### config.mk
export PLATFORM = sky130hd
export DESIGN_NAME = mux_rr_arbiter
export DESIGN_NICKNAME = d
export VERILOG_FILES = /design/src/rtl/mux_rr_arbiter_pkg.sv /design/src/rtl/mux2s.sv /design/src/rtl/mux_rr_arbiter_rr_pick4.sv /design/src/rtl/mux_rr_arbiter.sv
export SDC_FILE = /design/constraint.sdc
export NUM_CORES = 1
export LEC_CHECK = 0
export ABC_AREA = 1
export BUFFER_PORTS_ARGS = -buffer_cell sky130_fd_sc_hd__buf_2
export CORE_ASPECT_RATIO = 0.8
export CORE_UTILIZATION = 39
export CTS_CLUSTER_DIAMETER = 50
export DETAILED_ROUTE_END_ITERATION = 16
export PLACE_DENSITY_LB_ADDON = 0.05
export SLEW_MARGIN = 20
export SYNTH_ARGS = -nofsm -noshare
export SYNTH_HDL_FRONTEND = slang
export SYNTH_SLANG_ARGS = --single-unit
### constraint.sdc
create_clock -name clk -period 2.95 [get_ports clk]
set_input_delay 0.59 -clock clk [delete_from_list [all_inputs] [get_ports clk]]
set_output_delay 0.59 -clock clk [all_outputs]
set_load 0.05 [all_outputs]
### src/rtl/mux_rr_arbiter_pkg.sv
// Shared constants and state type for the round-robin output arbiter.
// Imported by the pick logic and the top.
package mux_rr_arbiter_pkg;

  localparam int N_REQ = 4;
  localparam int IDX_W = 2;

  typedef enum logic {
    EMPTY = 1'b0,
    FULL  = 1'b1
  } state_e;

endpackage

### src/rtl/mux2s.sv
// Shared 4:1 word select driven by a 2-bit index.
// Used to steer the winning requester's data.
module mux2s #(
  parameter int w = 32
) (
  input  logic [w-1:0] d0,
  input  logic [w-1:0] d1,
  input  logic [w-1:0] d2,
  input  logic [w-1:0] d3,
  input  logic [1:0]   s,
  output logic [w-1:0] y
);

  // Pass through the word chosen by s.
  always_comb begin
    unique case (s)
      2'd0: y = d0;
      2'd1: y = d1;
      2'd2: y = d2;
      2'd3: y = d3;
    endcase
  end

endmodule

### src/rtl/mux_rr_arbiter_rr_pick4.sv
// Rotating priority pick: first active request at or after ptr.
// Rotates req so ptr sits at bit 0, then fixed-priority encodes.
module rr_pick4
  import mux_rr_arbiter_pkg::*;
(
  input  logic [N_REQ-1:0] req,
  input  logic [IDX_W-1:0] ptr,
  output logic [IDX_W-1:0] winner,
  output logic             any_req
);

  logic [6:0]       dbl;
  logic [3:0]       rot;
  logic [IDX_W-1:0] off;

  // Rotate, encode the offset, then add it back onto ptr.
  always_comb begin
    dbl     = {req[2:0], req};
    rot     = dbl[ptr +: 4];
    off     = 2'd0;
    if (rot[0])      off = 2'd0;
    else if (rot[1]) off = 2'd1;
    else if (rot[2]) off = 2'd2;
    else if (rot[3]) off = 2'd3;
    winner  = ptr + off;
    any_req = |req;
  end

endmodule

### src/rtl/mux_rr_arbiter.sv
// Four-way round-robin arbiter into a one-entry valid/ready register.
// MUX_RR_ARBITER_LOCK_EN adds a lock input that holds priority on the winner.
module mux_rr_arbiter
  import mux_rr_arbiter_pkg::*;
#(
  parameter int W = 32
) (
  input  logic             clk,
  input  logic             rst_n,
  input  logic [N_REQ-1:0] req,
  input  logic [W-1:0]     d0,
  input  logic [W-1:0]     d1,
  input  logic [W-1:0]     d2,
  input  logic [W-1:0]     d3,
`ifdef MUX_RR_ARBITER_LOCK_EN
  input  logic [N_REQ-1:0] lock,
`endif
  output logic [N_REQ-1:0] gnt,
  output logic             out_valid,
  output logic [W-1:0]     out_data,
  output logic [IDX_W-1:0] out_sel,
  input  logic             out_ready
);

  state_e           state_q, state_d;
  logic [W-1:0]     data_q, data_d;
  logic [IDX_W-1:0] sel_q, sel_d;
  logic [IDX_W-1:0] ptr_q, ptr_d;
  logic [IDX_W-1:0] winner;
  logic             any_req;
  logic             load;
  logic             keep;
  logic [W-1:0]     mux_y;

  rr_pick4 u_pick (
    .req     (req),
    .ptr     (ptr_q),
    .winner  (winner),
    .any_req (any_req)
  );

  mux2s #(.w(W)) u_mux (
    .d0 (d0),
    .d1 (d1),
    .d2 (d2),
    .d3 (d3),
    .s  (winner),
    .y  (mux_y)
  );

  // Load decision, grant strobe and next register contents.
  always_comb begin
    state_d = state_q;
    data_d  = data_q;
    sel_d   = sel_q;
    ptr_d   = ptr_q;
    gnt     = '0;
`ifdef MUX_RR_ARBITER_LOCK_EN
    keep = lock[winner];
`else
    keep = 1'b0;
`endif
    load = any_req && (state_q == EMPTY || out_ready);
    if (load && rst_n) gnt[winner] = 1'b1;
    unique case (state_q)
      EMPTY: if (load) state_d = FULL;
      FULL:  if (out_ready && !any_req) state_d = EMPTY;
    endcase
    if (load) begin
      state_d = FULL;
      data_d  = mux_y;
      sel_d   = winner;
      ptr_d   = keep ? winner : winner + 2'd1;
    end
  end

  // State, output word and rotation pointer.
  always_ff @(posedge clk or negedge rst_n) begin
    if (!rst_n) begin
      state_q <= EMPTY;
      data_q  <= '0;
      sel_q   <= '0;
      ptr_q   <= '0;
    end else begin
      state_q <= state_d;
      data_q  <= data_d;
      sel_q   <= sel_d;
      ptr_q   <= ptr_d;
    end
  end

  assign out_valid = (state_q == FULL);
  assign out_data  = data_q;
  assign out_sel   = sel_q;

endmodule
==> parameters.txt <==
Parameter                              Value

Timing
  Clock skew    0.00544 ns
  Final setup violation count    0
  Slew Limit Headroom    0.542
  Setup TNS    0 ns
  Slew at the pin closest to its max-slew limit    ~0.69 ns
  Final hold violations    0
  Crit path time final    between 2 and 3 ns
  Post-route clock period utilization    1.00
  Setup repair after global routing missed its margin    yes
  Number of max-slew violations in the final report    0
  FMAX    between 300 and 400 MHz

Global route
  Overall routing resource usage    0.235
  Total congestion overflow    0
  First-pass GRT wire length    ~14000 um
  Pin count of the biggest net entering global routing    70
  Number of antenna violations at the first check in global routing    0
  Number of global-route vias before repair    2942

Cells and area
  Nets@finish    692
  Antenna diode count    0
  Reg area    928 um^2
  Relative area change from synthesis to final layout    46.7%
  Multi-input gate area in the final layout    roughly 1500 um^2
  Count of filler cells inserted in the layout    about 660
  Fraction of final layout cells sized beyond drive strength 1    0.442

Clock tree
  Inserted Clock Buffers    5
  Clock slew at the register clock pins of the worst setup and hold paths    0.08 ns
  Sinks on the clock net    37
  Cell chosen for the clock root    sky130_fd_sc_hd__clkbuf_8
  Hold_buf cts    0
  Deepest level of the CTS H-tree    2
  TritonCTS clock tree    done
  Worst-Skew Late Latency    roughly 0.28 ns
  Clk buf depth    2

Floorplan
  Starting density of the core    0.412
  Die Ht    76.3 um
  Standard cell core area    6540 um^2
  Die span in x    94.9 um
  Total die area    7240 um^2
  Count of pins on the block boundary    roughly 170
  Row count    26

Critical path
  Crit start category    register
  R2R cell count    18
  Maximum net fanout on the critical path    4
  Crit Path Category    reg -> out
  Category of the worst setup path capture point    primary output
  CP arrival    between 2 and 2.5 ns
  Endpoint required time on the critical path    2.36 ns

Routing
  Wire length per cell after detailed routing    ~13 um
  DRC violations left    0
  Via density per instance    4.91
  Total iterations of the first detailed-routing run    4
  DRC marker count from the first detailed-route iteration    about 120
  Total vias in the final route    3130
  Post-Route WL    between 8000 and 9000 um
  Antenna-violating nets left    0

Logic synthesis
  Sequential cell area fraction in the yosys report    0.344
  Yosys reg bits    37
  Synthesized instance count    384
  Mapped Area    2690 um^2
  Syn_area_per_cell    7.01 um^2
  Post-synth net total    about 520
  Warnings from Yosys    0
  Distinct cell type count after synthesis    27

Placed design
  RePlAce Congestion    0.775
  # port buffers    between 150 and 200
  HPWL Detailed    6080 um

Outcome
  Run status    completed

Flow run
  Total of max-cap violations    0

Min path
  HP Class    in -> async
[kinds of logic after synthesis]
group,Yosys count,synth area share
AO/OA/AOI/OAI,68,0.174
XOR/XNOR,1,0.00325
adder cells (fa/ha/maj),4,0.0186
buffers and inverters,73,0.139
flip-flops,37,0.344
AND/OR/NAND/NOR,201,0.321
[worst max-delay path: stages (launching register included)]
cell and delay [ns]:
sky130_fd_sc_hd__dfrtp_2 0.45, sky130_fd_sc_hd__buf_12 0.15, sky130_fd_sc_hd__nand2_4 0.06, sky130_fd_sc_hd__nand3_2 0.06
sky130_fd_sc_hd__nand2_2 0.09, sky130_fd_sc_hd__nand3_2 0.07, sky130_fd_sc_hd__a21boi_2 0.14, sky130_fd_sc_hd__ha_2 0.20
sky130_fd_sc_hd__xor2_2 0.13, sky130_fd_sc_hd__inv_1 0.06, sky130_fd_sc_hd__nand3_2 0.07, sky130_fd_sc_hd__nand2_4 0.09
sky130_fd_sc_hd__inv_8 0.07, sky130_fd_sc_hd__ha_4 0.14, sky130_fd_sc_hd__inv_4 0.04, sky130_fd_sc_hd__nor2_4 0.08
sky130_fd_sc_hd__buf_8 0.15
[path summary, 6_finish.rpt]
kind,from,to,slack [ns]
max,ptr_q[0]$_DFFE_PN0P_,gnt[1],0.0008
min,rst_n,out_data[22]$_DFFE_PN0P_,0.40
max reg2reg,ptr_q[0]$_DFFE_PN0P_,out_data[30]$_DFFE_PN0P_,0.21
min reg2reg,out_data[3]$_DFFE_PN0P_,out_data[3]$_DFFE_PN0P_,0.47
max in group asynchronous,rst_n,ptr_q[1]$_DFFE_PN0P_,2.18
min in group clk,out_data[3]$_DFFE_PN0P_,out_data[3]$_DFFE_PN0P_,0.47
[flip-flops by register name (all words and copies together), names as in the netlist]
name / cells
out_sel: 2
out_valid: 1
out_data: 32
ptr_q: 2
[cell usage in the layout, fill, tap and decap left out, drive strengths merged]
cell type	instances
a21boi	1
bufinv	1
ha	4
clkbuf	6
clkinvlp	1
clkinv	2
nor2	5
xor2	1
nand2	151
o21bai	1
a221oi	32
nor3	2
nor4	1
dfrtp	37
a21oi	32
nand3	42
inv	41
o21ai	2
buf	192
[cell usage after synthesis, drive strengths merged]
master    n  area share
ha        4       0.019
nor2      5      0.0070
buf      13       0.040
nor3      2      0.0056
inv      42       0.059
nand2   151        0.22
a21oi    32       0.059
clkinv    1      0.0014
dfrtp    37        0.34
o21bai    1      0.0028
o21ai     2      0.0051
a221oi   32        0.10
nor4      1      0.0023
clkbuf   17       0.039
nand3    42       0.091
xor2      1      0.0033
a21boi    1      0.0028
[layer usage]
layer  GRT usage  vias up  wire length, um
met5           0        -                0
met3      0.0519        8              679
met4      0.0424        0               63
met2       0.399      132             3930
li1            -     1604                -
met1       0.306     1386             3730
[area by class of cell]
type / instances / area share
clock buffer: 6 / 0.0209
clock inverter: 2 / 0.00951
inverter: 43 / 0.0453
multi-input combinational: 274 / 0.391
sequential: 37 / 0.235
tap: 84 / 0.0266
timing repair buffer: 192 / 0.271
[metrics by stage]
| step | area, um^2 | worst slack, ns | hold WS (ns) | std cells | util |
|---|---|---|---|---|---|
| 2_1_floorplan | 2840 | -0.0608 | 0.294 | 384 | - |
| 3_3_place_gp | 3670 | 0.00244 | 0.458 | 621 | 0.561 |
| 3_5_place_dp | 3670 | -0.0595 | 0.460 | 621 | 0.561 |
| 4_1_cts | 3870 | 0.00974 | 0.418 | 635 | 0.592 |
| 5_1_grt | 3950 | -0.141 | 0.436 | 638 | 0.604 |
| 6_report | 3950 | 0.000838 | 0.401 | 638 | 0.604 |
[what timing repair did]
item	CTS	global route
resized for setup	13	13
cloned	0	0
setup endpoints to repair	4	12
pin swaps	6	9
buffers inserted	6	3
Power is not shown: default switching activity piles up to over one toggle a cycle in this logic, so the estimate is an artifact.
